## config.mk

```make
export PLATFORM = sky130hd
export DESIGN_NAME = dm_arbiter
export DESIGN_NICKNAME = d
export VERILOG_FILES = /design/src/rtl/dm_arbiter.sv
export SDC_FILE = /design/constraint.sdc
export NUM_CORES = 1
export LEC_CHECK = 0
export CAP_MARGIN = 20
export CORE_AREA = 4 4 119 121
export DETAILED_ROUTE_END_ITERATION = 16
export DIE_AREA = 0 0 123 125
export PLACE_DENSITY = 0.72
export SLEW_MARGIN = 20
export SYNTH_ARGS = -nofsm -noshare
export SYNTH_HDL_FRONTEND = slang
export SYNTH_SLANG_ARGS = --single-unit
export TNS_END_PERCENT = 1
```

## constraint.sdc

```tcl
create_clock -name clk -period 2.35 [get_ports clk]
set_input_delay 0.3525 -clock clk [delete_from_list [all_inputs] [get_ports clk]]
set_output_delay 0.3525 -clock clk [all_outputs]
set_load 0.02 [all_outputs]
```

## src/rtl/dm_arbiter.sv

```systemverilog
// rtl/dm_arbiter.sv - two-port data-memory arbiter with burst limit; DM_ARB_RR_EN selects round-robin tie break
module dm_arbiter #(
    parameter int unsigned MAX_BURST = 4
) (
    input  logic        clk,
    input  logic        rst,

    input  logic        m0_req,
    input  logic        m0_we,
    input  logic [31:0] m0_addr,
    input  logic [31:0] m0_wdata,
    input  logic [2:0]  m0_op,
    output logic        m0_gnt,
    output logic        m0_rvalid,
    output logic [31:0] m0_rdata,

    input  logic        m1_req,
    input  logic        m1_we,
    input  logic [31:0] m1_addr,
    input  logic [31:0] m1_wdata,
    input  logic [2:0]  m1_op,
    output logic        m1_gnt,
    output logic        m1_rvalid,
    output logic [31:0] m1_rdata,

    output logic        dm_w,
    output logic        dm_r,
    output logic [31:0] dm_addr,
    output logic [31:0] dm_wdata,
    output logic [2:0]  dm_op,
    input  logic [31:0] dm_rdata
);

    localparam int unsigned CW = $clog2(MAX_BURST + 1);
    localparam logic [CW-1:0] MAX_CNT = CW'(MAX_BURST);

    typedef enum logic [1:0] {
        IDLE = 2'd0,
        OWN0 = 2'd1,
        OWN1 = 2'd2
    } state_t;

    state_t        state;
    logic [CW-1:0] cnt;
    logic [CW-1:0] cnt_inc;
    logic          own_req;
    logic          oth_req;
    logic          tie_pick1;

    // Grants follow the owner's request combinationally so an owner can stream one beat per cycle.
    assign m0_gnt = (state == OWN0) && m0_req;
    assign m1_gnt = (state == OWN1) && m1_req;

    assign own_req = (state == OWN1) ? m1_req : m0_req;
    assign oth_req = (state == OWN1) ? m0_req : m1_req;
    assign cnt_inc = (cnt == MAX_CNT) ? cnt : cnt + 1'b1;

`ifdef DM_ARB_RR_EN
    logic last_served;  // 1 = port 1 served most recently

    assign tie_pick1 = ~last_served;

    always_ff @(posedge clk or posedge rst) begin
        if (rst) begin
            last_served <= 1'b1;
        end else if (m0_gnt) begin
            last_served <= 1'b0;
        end else if (m1_gnt) begin
            last_served <= 1'b1;
        end
    end
`else
    assign tie_pick1 = 1'b0;
`endif

    always_comb begin
        dm_w     = 1'b0;
        dm_r     = 1'b0;
        dm_addr  = 32'd0;
        dm_wdata = 32'd0;
        dm_op    = 3'd0;
        if (m0_gnt) begin
            dm_w     = m0_we;
            dm_r     = ~m0_we;
            dm_addr  = m0_addr;
            dm_wdata = m0_wdata;
            dm_op    = m0_op;
        end else if (m1_gnt) begin
            dm_w     = m1_we;
            dm_r     = ~m1_we;
            dm_addr  = m1_addr;
            dm_wdata = m1_wdata;
            dm_op    = m1_op;
        end
    end

    always_ff @(posedge clk or posedge rst) begin
        if (rst) begin
            state <= IDLE;
            cnt   <= '0;
        end else begin
            case (state)
                IDLE: begin
                    cnt <= '0;
                    if (m0_req && m1_req) begin
                        state <= tie_pick1 ? OWN1 : OWN0;
                    end else if (m0_req) begin
                        state <= OWN0;
                    end else if (m1_req) begin
                        state <= OWN1;
                    end
                end
                OWN0, OWN1: begin
                    if (own_req) begin
                        // Hand over without an idle bubble once the owner has used its burst.
                        if (oth_req && (cnt_inc == MAX_CNT)) begin
                            state <= (state == OWN0) ? OWN1 : OWN0;
                            cnt   <= '0;
                        end else begin
                            cnt <= cnt_inc;
                        end
                    end else begin
                        cnt <= '0;
                        if (oth_req) begin
                            state <= (state == OWN0) ? OWN1 : OWN0;
                        end else begin
                            state <= IDLE;
                        end
                    end
                end
                default: begin
                    state <= IDLE;
                    cnt   <= '0;
                end
            endcase
        end
    end

    // Load data is captured at the accepting edge; reset drops any load still in flight.
    always_ff @(posedge clk or posedge rst) begin
        if (rst) begin
            m0_rvalid <= 1'b0;
            m1_rvalid <= 1'b0;
            m0_rdata  <= 32'd0;
            m1_rdata  <= 32'd0;
        end else begin
            m0_rvalid <= m0_gnt & ~m0_we;
            m1_rvalid <= m1_gnt & ~m1_we;
            if (m0_gnt && !m0_we) begin
                m0_rdata <= dm_rdata;
            end
            if (m1_gnt && !m1_we) begin
                m1_rdata <= dm_rdata;
            end
        end
    end

endmodule

```

==> results.md, run 1 <==
Synth:
- The synthesized netlist contains 28 unique library cells.
- The mean post-synth cell area is 10.9 sq um.
- The count of synthesis-stage warnings from yosys is 0.
- The part of the Yosys area used for sequential elements is 48.6%.
- In this run, synthesis produced a sequential element count of 71.
- After synthesis the cells add up to 3650 sq um.
- The number of instances in the synthesized netlist is 335.
- The total nets after synthesis is 513.

STA:
- On the final layout, the worst clock skew is 0.00461 ns.
- For the pin with the worst max-slew slack, the measured transition is 0.494 ns.
- The count of final max-slew check failures is 0.
- In the finished design, the share of the clock period the worst path needs comes to 98.6%.
- The tightest hold margin is 0.458 ns.
- In this run the tightest slew margin relative to its limit is 67.1%.
- Setup violations remaining at the end of the flow were counted as 0.
- The final period demand of the worst path is 2.32 ns.
- Setup repair after global routing could not meet its margin everywhere.
- The final-report hold violation count came to 0.
- The worst path meets setup with 0.0337 ns of slack.
- The maximum clock frequency is 0.432 GHz.

Place:
- After detailed placement, the total cell area comes to 7060 sq um.
- The HPWL after detailed placement is 13600 um.
- Once placement completed, the tool counted placed cells totaling 813.
- The setup slack at placement is -0.270 ns.
- Buffers placed on the I/O ports in this run total 308.
- Routability-driven placement finished with a final weighted congestion of 0.869.

Detailed routing:
- The average wire per standard cell is 20.7 um.
- The pre-antenna-repair detailed-routing pass consisted of 4 iterations.
- The total wire length after detailed routing is 17300 um.
- The number of vias per cell after detailed routing is 4.65.
- Across all layers, the routed design uses 3899 vias.
- The count of nets left with antenna violations once routing finished came out at 0.
- After detailed routing, the number of remaining DRC violations is 0.
- In this run, the number of DRC markers left after iteration 0 of detailed routing was 207.

Critical path:
- The worst register-to-register path begins at state[1]$_DFFE_PP0P_.
- The class of the most critical setup path is reg2out.
- The endpoint class of the critical path is an output port.
- The required arrival time at the worst endpoint is 2.00 ns.
- The highest fanout seen on the critical path is 11.
- The worst setup path is launched from a flop.
- The data arrival at the endpoint of the critical path is 1.96 ns.
- The most critical setup path has its startpoint at state[1]$_DFFE_PP0P_.

Die:
- For this configuration, the core starts out at a cell density of 27.9%.
- The horizontal die dimension is 123 um.
- After floorplanning, the core was divided into 42 placement rows.
- The die covers 15400 sq um.
- The die is 125 um tall.
- The core region is 13100 sq um.
- The number of top-level pins is 309.

CTS:
- The number of buffers inserted for hold repair after clock tree synthesis is 0.
- The cell at the root of the clock tree is clkbuf_16.
- The buffer depth of the longest clock path is 2.
- The clock insertion delay at the later pin of the skew report is 0.32 ns.
- TritonCTS built the clock tree.
- The clock-pin slew on the worst setup and hold paths is 0.05 ns.
- The clock net in this run drives a total of 71 sinks.
- In this run, CTS created clock tree buffers numbering 9.
- The maximum level of the CTS H-tree is 3.

Power and ir drop:
- The maximum resistive drop on vdd is 415 uV.
- The power density over the cells is 1130 nW/um^2.
- The static leakage is 0.00350 uW.

Finish:
- Summing all non-filler instances in the final layout gives an area of 7410 sq um.
- The final-stage net count is 835.
- At the end of the flow the core is filled with cells to 56.6%.
- The filler-free cell count of the finished design is 838.
- From synthesis to final layout, the design area changed by 103%.
- The number of filler cells placed in the layout is 1135.
- The fraction of layout cells with a size suffix above 1 is 24.2%.
- Summing all multi-input logic gate instances after layout gives 1780 sq um.
- The area of all sequential standard cells is 1780 sq um.

Global routing:
- The global-route wire length before repair is 24900 um.
- The number of global-route vias before repair is 4190.
- Across every metal layer, demand over resource in global routing totals 21.5%.
- The number of antenna violations at the first check in global routing is 1.
- Entering global routing, the biggest net connects 45 pins.
- For this run the aggregate overflow at the end of global routing stands at 0.

Worst hold path:
- The path class of the tightest hold or removal check is in2async.

Status:
- The run finished with clean final reports.

Job:
- The number of max-cap violations is 0.
metal layers:
metal	up-vias	global-route usage, %	share of wire [%]
li1	1828	-	-
met1	1867	24.3	36
met2	187	37.1	52
met3	17	8.72	10
met4	0	5.99	2.1
met5	-	0	0
layout make-up:
cell class	instances	share of cell area (%)
diodes	1	0.0338
clock buffers	11	3.27
clock inverters	4	0.945
inverters	9	0.456
multi-input cells	229	24.1
flip-flops and latches	71	24.0
well taps	176	2.97
repair buffers	337	44.3
worst max-delay path: stages, from the launching register on:
cell       delay (ns)
dfrtp_1          0.40
inv_2            0.09
ha_4             0.13
and2_4           0.18
nor2_4           0.05
buf_12           0.14
buf_4            0.14
clkbuf_16        0.16
a22o_4           0.23
buf_12           0.13
registers in the layout, indices dropped and copies added (netlist names):
name	cells
m1_rvalid	1
cnt	3
state	2
m1_rdata	32
m0_rdata	32
m0_rvalid	1
cells in the mapped netlist:
cell type  number  area share, %
nand3b_1        1           0.21
ha_1            6            2.1
a21bo_2         1           0.27
mux2_4         28             12
clkbuf_1       10            1.0
buf_4           4           0.82
nand2_1        97             10
and2_1          1           0.17
o21ai_1         3           0.41
buf_2           8            1.1
o211ai_1        1           0.21
mux2i_1         1           0.27
nand2b_1        3           0.51
a22o_1         68             16
o221ai_1        2           0.48
and3b_1         2           0.48
mux2_1          6            1.8
nor2_2          1           0.17
a21oi_1         1           0.14
nor2_1          3           0.31
nor4_1          1           0.17
inv_1           6           0.62
inv_2           3           0.31
dfrtp_1        71             49
buf_6           4            1.2
a211oi_2        1           0.34
a2bb2oi_1       1           0.24
nor2b_1         1           0.17
through the flow:
stage | setup TNS (ns) | power [uW]
CTS | -0.403 | 8290
floorplan | 0 | 4490
finish | 0 | 8400
detailed placement | -11.61 | 6990
global route | -0.0745 | 8870
global placement | -11.59 | 6900
cell families (layout without fill, tap and decap cells):
family          count (synthesis)  in the layout  share of synthesized area [%]
simple gates                  110            110                           12.2
compound gates                 78             78                           18.4
flops                          71             71                           48.6
mux                            35             35                           13.6
buf+inv                        35            361                           5.10
fa+ha+maj                       6              6                           2.06
other cells                     0              1                              0
power breakdown:
part	internal (uW)	switching [uW]	total, uW
clock network	948	463	1410
registers	1790	338	2130
logic	2500	2360	4860
total	5240	3160	8400
what timing repair did:
| item | 4_1_cts | 5_1_grt |
|---|---|---|
| gates resized for setup | 221 | 33 |
| cloned | 0 | 4 |
| buffers inserted | 0 | 5 |
| endpoints found under the setup margin | 65 | 68 |
| pin swaps | 3 | 4 |
placed cells by master (no fill, tap or decap), types with 7 or more instances in the layout:
| cell type | count |
|---|---|
| nand2_1 | 96 |
| buf_2 | 47 |
| clkbuf_16 | 13 |
| buf_12 | 11 |
| a22o_1 | 62 |
| buf_6 | 7 |
| buf_4 | 17 |
| clkdlybuf4s50_1 | 238 |
| mux2_4 | 28 |
| dfrtp_1 | 70 |
| clkdlybuf4s15_2 | 10 |
path summary, 6_finish.rpt:
check | slack, ns | to | cells past startpoint
max reg2reg | 0.42 | state[0]$_DFFE_PP0P_ | 7
min | 0.46 | m0_rdata[2]$_DFFE_PP0P_ | 3
max in group asynchronous | 1.49 | state[0]$_DFFE_PP0P_ | 3
min in group clk | 0.47 | m1_rdata[18]$_DFFE_PP0P_ | 2
max | 0.03 | dm_wdata[19] | 9
min reg2reg | 0.47 | m1_rdata[18]$_DFFE_PP0P_ | 2
No activity file was read; power rests on OpenSTA's default activity.
==> inputs of run 2 (changes only) <==
--- a/config.mk
+++ b/config.mk
@@ -6,10 +6,10 @@
 export NUM_CORES = 1
 export LEC_CHECK = 0
 export CAP_MARGIN = 20
-export CORE_AREA = 4 4 119 121
+export CORE_AREA = 2 2 120 122
 export DETAILED_ROUTE_END_ITERATION = 16
-export DIE_AREA = 0 0 123 125
-export PLACE_DENSITY = 0.72
+export DIE_AREA = 0 0 122 124
+export PLACE_DENSITY = 0.69
 export SLEW_MARGIN = 20
 export SYNTH_ARGS = -nofsm -noshare
 export SYNTH_HDL_FRONTEND = slang
==> run 2 against run 1 <==
Via count grew 2.1%. Core utilization down 3.6 points. Non-clock buffer count fell by 6. Sequential cell count unchanged. Maximum frequency up 0.55%. Count of clock-buffer cells in the layout did not move. Global-route usage rose by 0.51 points. Critical path depth decreased by 2. Clock power is 9% lower. Clock skew increased by 0.00065 ns. Largest power group unchanged. Highest routed layer unchanged.
==> results.md, run 2 (synthesized netlist as in run 1, its figures left out) <==
Critical path:
- The capturing point of the worst reg2reg path is m0_rdata[13]$_DFFE_PP0P_.
- The start of the worst register-to-register path is state[0]$_DFFE_PP0P_.
- The count of buffer and inverter cells on the critical path is 3.
- The endpoint class of the critical path is an output port.
- The worst setup path is launched from a flop.
- STA puts the critical path data arrival time at 1.95 ns.
- In this run the worst path has a maximum fanout of 14.
- The required arrival time at the worst endpoint is 2.00 ns.
- The critical path goes through ha_2 > and2_4 > nor2_4 > buf_12 > buf_12 > a22o_1 > clkdlybuf4s15_2.
- The depth of the worst register-to-register path is 7.
- The largest incremental delay on the critical path is 0.41 ns.
- Counting stages on the worst path, the most repeated cell is buf_12.
- In this run the register-to-register setup slack is 0.33 ns.
- The kind of cell with the highest combined delay along the critical path is buffers and inverters.
- The critical path is of the reg2out type.
- The highest-delay cell along the critical path is dfrtp_1.

Worst hold path:
- In this run the worst hold path is classified as in2async.

Die:
- The number of top-level pins is 309.
- The floorplan row count is 43.
- The die extent in y is 124 um.
- After floorplanning, the core was sized to cover 13700 sq um.
- The die covers 15100 sq um.
- The die is 122 um wide.
- Once the floorplan was initialized, standard cells occupied 26.6% of the core.

STA:
- The count of final max-slew check failures is 0.
- The final-report hold violation count is 0.
- Setup repair after global routing could not meet its margin everywhere.
- The final period demand of the worst path is 2.30 ns.
- The tightest hold margin is 0.435 ns.
- The transition at the pin with the smallest max-transition slack is 0.383 ns.
- The worst path uses 98.0% of the clock period.
- Across the routed clock network, the largest skew measured is 0.00526 ns.
- Setup violations remaining at the end of the flow were counted as 0.
- Static timing analysis puts the maximum clock frequency at 0.434 GHz.
- Headroom to the max-slew limit came out at 74.4%.

CTS:
- The number of buffers inserted for hold repair after clock tree synthesis is 0.
- After clock tree synthesis, the clock-pin slew on the worst setup and hold paths is 0.06 ns.
- Clock tree synthesis found a total of 71 sinks.
- The CTS tree is done.
- The tree is rooted in a clkbuf_16.
- The buffer depth of the longest clock path is 2.
- In this run, CTS created clock tree buffers numbering 9.
- The clock tree synthesis step divided the H-tree into 3 levels.
- The clock insertion delay at the later pin of the skew report is 0.32 ns.

Power and ir drop:
- The total power is 8260 uW.
- For this design the total switching power over the nets is 3180 uW.
- Per report_power, the sequential group accounts for 25.5% of the total.
- Power spread over the standard cell area amounts to 1130 nW/um^2.
- The internal power of the cells totals 5080 uW.
- The analysis attributes to cell leakage a power of 0.00345 uW.
- Combinational cells account for 58.9% of the total power.
- The maximum resistive drop on vdd is 363 uV.
- The clock network is responsible for 15.6% of the overall power.
- Net switching is 38.5% of the power.

Job:
- The number of max-cap violations is 0.

Detailed routing:
- The total wire length after detailed routing is 17400 um.
- The DRC marker count from the first detailed-route iteration is 207.
- The final route contains 3980 vias.
- The total iterations of the first detailed-routing run is 4.
- Dividing the detail-routed wire length by the instance count gives 20.8 um.
- The count of antenna-violating nets left after detailed routing is 0.
- The DRC violations left is 0.
- The number of vias per cell after detailed routing is 4.76.

Finish:
- In the layout the commonest cells are clkdlybuf4s50_1, nand2_1, dfrtp_1.
- The final-stage net count is 829.
- The area of all sequential standard cells is 1780 sq um.
- The area growth from synthesis to layout is 99.4%.
- The largest registers in the layout are m0_rdata (32), m1_rdata (32), cnt (3).
- In the final layout, the multi-input gates occupy 1740 sq um.
- Leaving out filler cells and counting taps, the final layout contains 836.
- The layout has 1260 filler cells.
- The most frequent standard cell in the layout excluding fill and tap cells is clkdlybuf4s50_1.
- The post-route netlist has 22.9% of its cells at a drive strength greater than 1.

Place:
- Detailed placement finished with a half-perimeter wire length of 13400 um.
- Port buffering added 308 buffers.
- The count of placed standard cells including taps is 813.
- The weighted congestion at the end of routability-driven global placement is 0.871.

Global routing:
- The number of antenna violations at the first check in global routing is 1.
- The final global-route overflow total is 0.
- The all-layer global routing usage is 22.0%.
- Entering global routing, the biggest net connects 72 pins.
- The global-route wire length before repair is 24700 um.
- The number of global-route vias before repair is 4237.

Status:
- The flow ran to the end, and the final reports show no timing, DRC or antenna violations.
-- run 2: cell types whose count changed in the layout (fill, tap and decap cells not counted), sizes merged --
cell,before,now
clkinvlp,0,1
clkbuf,16,13
clkdlybuf4s15,11,3
bufbuf,0,1
bufinv,2,1
buf,82,86
-- run 2: how the worst max path moves through the flow --
| stage | startpoint | to | slack, ns | cells after the start |
|---|---|---|---|---|
| floorplan | rst | cnt[0]$_DFF_PP0_ | 0.20 | 1 |
| global placement | m0_req | dm_wdata[3] | -0.26 | 6 |
| detailed placement | m0_req | dm_wdata[7] | -0.27 | 6 |
| CTS | state[0]$_DFFE_PP0P_ | dm_wdata[11] | -0.04 | 7 |
| global route | state[0]$_DFFE_PP0P_ | dm_addr[28] | -0.02 | 7 |
| finish | state[0]$_DFFE_PP0P_ | dm_addr[28] | 0.05 | 7 |
-- run 2: per-layer routing --
layer	part of all wire, %	track usage [%]
met1	38	25.5
met2	53	39.8
met3	7.9	5.86
met4	1.4	6.25
met5	0	0
-- run 2: power by group through the flow --
stage | sequential (uW) | clock [uW] | combinational, uW
after floorplan | 2750 | 0 | 1740
after global placement | 2100 | 0 | 4830
after detailed placement | 2120 | 0 | 4890
after CTS | 2110 | 1320 | 4890
after global routing | 2180 | 1400 | 5140
final | 2110 | 1290 | 4860
-- run 2: worst min-delay path, cell delays in order --
cell	delay [ns]
clkdlybuf4s50_1	0.41
inv_2	0.07
buf_12	0.32
-- run 2: through the flow --
step | TNS (ns) | setup WS (ns) | cell area [sq um] | utilization [%]
2_1_floorplan | 0 | 0.201 | 3650 | -
3_3_place_gp | -11.49 | -0.260 | 7070 | 51.5
3_5_place_dp | -12.63 | -0.274 | 7070 | 51.5
4_1_cts | -0.0782 | -0.0393 | 7340 | 53.5
5_1_grt | -0.0495 | -0.0225 | 7280 | 53.1
6_report | 0 | 0.0464 | 7280 | 53.1
-- run 2: area by class of cell --
cell class | instances | share of cell area [%]
Tap cell | 180 | 3.09
Clock inverter | 4 | 0.653
Clock buffer | 11 | 3.20
Sequential cell | 71 | 24.4
Antenna cell | 1 | 0.0344
Timing Repair Buffer | 331 | 44.3
Inverter | 9 | 0.464
Multi-Input combinational cell | 229 | 23.8
-- run 2: timing repair --
item                       4_1_cts  5_1_grt
pin swaps                        3        2
setup endpoints to repair       69       64
gates resized for setup        226       25
buffers inserted                 1        3
gates cloned                     2        2
==> RTL change 1, RTL diff (flow settings as in run 2) <==
Build with the macro `DM_ARB_RR_EN` defined.
--- a/src/rtl/dm_arbiter.sv
+++ b/src/rtl/dm_arbiter.sv
@@ -1,4 +1,6 @@
 // rtl/dm_arbiter.sv - two-port data-memory arbiter with burst limit; DM_ARB_RR_EN selects round-robin tie break
+`define DM_ARB_RR_EN
+
 module dm_arbiter #(
     parameter int unsigned MAX_BURST = 4
 ) (
Function: changed (a bounded check fails within 10 cycles, from zero or initial values and one cycle with rst high).
==> RTL change 1 against run 2 <==
Power shrank 5.1%. Setup slack got worse by 0.039 ns. Synthesized area shrank 1.2%. Count of clock-buffer cells in the layout rose by 1. Cell count increased by 0.72%. Sequential cell count is 1 higher. Worst hold slack worse by 0.044 ns. Final area is 3.3% lower. Wire length fell by 4.0%.
==> RTL change 1: results <==
[outcome]
status = "completed"

[logic_synthesis]
synth_common_cells = "nand2_1, dfrtp_1, a22o_1"
synth.area.top_cells = "dfrtp_1, a22o_1, nand2_1"
ys_types = 30

[cells_and_area]
layout-drive-gt1-share = 0.170
diodes = 2
non_clock_buffer_count = 327
bufAreaShareNonClock = 0.432
multi_input_comb_cells = 239
clkCellAreaFrac = 0.0393
nFillCells = 1239
seq_area_frac = 0.256

[global_routing]
grt_max_degree = 43
grt_pass1_wl_um = 23800
grt_pass1_vias = 3969
met3_usage = 0.0842
grt_use_met2 = 0.329

[place]
hpwlAfterDp_um = 13500
pre_cts_ws_ns = -0.240

[setup_path]
r2r_cells = 8
crit_fanout = 13
reg2reg_slack_ns = 0.40
arrival_ns = 1.99

[power]
peakVddDrop_mv = 0.405

[route]
wl_met1_um = 6510
dr_wl_met2_um = 7800
wl_met3_um = 1940
route.vias.total = 3890
wl_um = 16700

[sta]
fin_skew_ns = 0.00882
==> RTL change 1: cell types whose count changed after synthesis, moves of 3 or more <==
cell	run 2	this run
nand2_1	97	100
nor2_1	3	8
o21ai_1	3	0
mux2_4	28	1
mux2_1	6	32
==> RTL change 1: timing repair <==
action,in CTS,in global routing
pin swaps,1,3
setup endpoints to repair,65,46
buffers inserted,0,0
gates resized for setup,178,48
hold buffers,0,0
==> RTL change 1: report_power, final <==
part	internal [mW]	switching, mW
Combinational	2.13	2.28
Sequential	1.82	0.317
Clock	0.832	0.458
Total	4.78	3.05
==> RTL change 1: final timing paths <==
check,startpoint,end
min,rst,m0_rdata[0]$_DFFE_PP0P_
min in group clk,m1_rdata[12]$_DFFE_PP0P_,m1_rdata[12]$_DFFE_PP0P_
max reg2reg,state[1]$_DFFE_PP0P_,m0_rdata[23]$_DFFE_PP0P_
max,state[0]$_DFFE_PP0P_,dm_wdata[0]
max in group asynchronous,rst,m0_rvalid$_DFF_PP0_
min reg2reg,m1_rdata[12]$_DFFE_PP0P_,m1_rdata[12]$_DFFE_PP0P_
==> RTL change 1: metrics by stage <==
| step | hold slack (ns) | cells |
|---|---|---|
| after floorplan | 0.458 | 346 |
| after global placement | 0.457 | 827 |
| after detailed placement | 0.461 | 827 |
| after CTS | 0.401 | 840 |
| after global routing | 0.454 | 842 |
| final | 0.391 | 842 |
==> RTL change 1: cell families (layout without fill, tap and decap cells) <==
kind of cell,Yosys count,after routing,synth area share
AOI/OAI and AO/OA,79,79,0.188
xor gates and xnor gates,1,1,0.00243
adders and majority gates,6,6,0.0208
buffers and inverters,35,349,0.0496
DFF,72,72,0.500
muxes,35,35,0.110
other,0,2,0
and+or+nand+nor,118,118,0.130
==> RTL change 2, RTL diff (config.mk and constraints of run 2) <==
Without the edit above. Encoding of `state_t`: now one-hot (3 bits for 3 states).
--- a/src/rtl/dm_arbiter.sv
+++ b/src/rtl/dm_arbiter.sv
@@ -34,10 +34,10 @@
     localparam int unsigned CW = $clog2(MAX_BURST + 1);
     localparam logic [CW-1:0] MAX_CNT = CW'(MAX_BURST);
 
-    typedef enum logic [1:0] {
-        IDLE = 2'd0,
-        OWN0 = 2'd1,
-        OWN1 = 2'd2
+    typedef enum logic [2:0] {
+        IDLE = 3'b001,
+        OWN0 = 3'b010,
+        OWN1 = 3'b100
     } state_t;
 
     state_t        state;
Formal check against the unedited RTL: no difference found for any inputs over 10 cycles, from zero or initial values and one cycle with rst high; not proved beyond that.
==> RTL change 2 against run 2 <==
Global-route usage down 1.6 points. Synthesized area down 2.9%. Sequential cell count grew 1. Combinational power shrank 34%. Wire length down 6.0%. Sequential share of layout area increased by 1.1 points. Clock power up 5%. Final area decreased by 2.7%. Power down 21%. Setup slack better by 0.016 ns. Critical path type unchanged. Critical endpoint is now dm_addr[16].
==> RTL change 2: results <==
[cells_and_area]
nets = 762
bufAreaShareNonClock = 0.440
non_clock_buffer_count = 334
layout-drive-gt1-share = 0.273
area_growth_pct = 99.8
inv_count = 3
reg.largest.list = "m0_rdata x32, m1_rdata x32"

[global_routing]
grt_max_degree = 49

[place]
hpwlAfterDp_um = 13800
pre_cts_ws_ns = -0.267

[route]
drtIter0Drc = 149
wl_um = 16400
route.vias.total = 3608

[setup_path]
max_stage_delay_ns = 0.43
r2r_cells = 6

[outcome]
status = "completed"

[logic_synthesis]
yosysSeqAreaShare = 0.508
synthCells = 266
avgSynthCellArea_um2 = 13.3
synth_adder_area_share = 0.00706
synth_common_cells = "dfrtp_1, a22o_1, mux2_2"
synth.area.top_cells = "dfrtp_1, mux2_2, a22o_1"
ys_types = 35

[sta]
worstMarginPinSlew_ns = 0.560
period_share = 0.973

[power]
peakVddDrop_mv = 0.371
leakagePower_nw = 3.14
total_power_mw = 6.51
seq_power_mw = 1.96
RTL change 2: cell types whose count changed after synthesis, moves of 3 or more:
| cell | before | now |
|---|---|---|
| buf_2 | 8 | 1 |
| buf_6 | 4 | 1 |
| buf_8 | 0 | 3 |
| clkbuf_1 | 10 | 14 |
| ha_1 | 6 | 2 |
| inv_1 | 6 | 3 |
| inv_2 | 3 | 0 |
| mux2_1 | 6 | 3 |
| mux2_2 | 0 | 63 |
| mux2_4 | 28 | 0 |
| nand2_1 | 97 | 1 |
| nor3_1 | 0 | 4 |
| o21ai_1 | 3 | 0 |
RTL change 2: per-layer routing:
layer | track usage | routed length, um
met1 | 0.245 | 6310
met2 | 0.321 | 7760
met3 | 0.0897 | 1840
met4 | 0.0805 | 420
met5 | 0 | 37
RTL change 2: what timing repair did:
item                       CTS  global route
hold buffers                 0             0
gates resized for setup     71           103
buffers inserted             0             1
gates cloned                 0             0
setup endpoints to repair   71            61
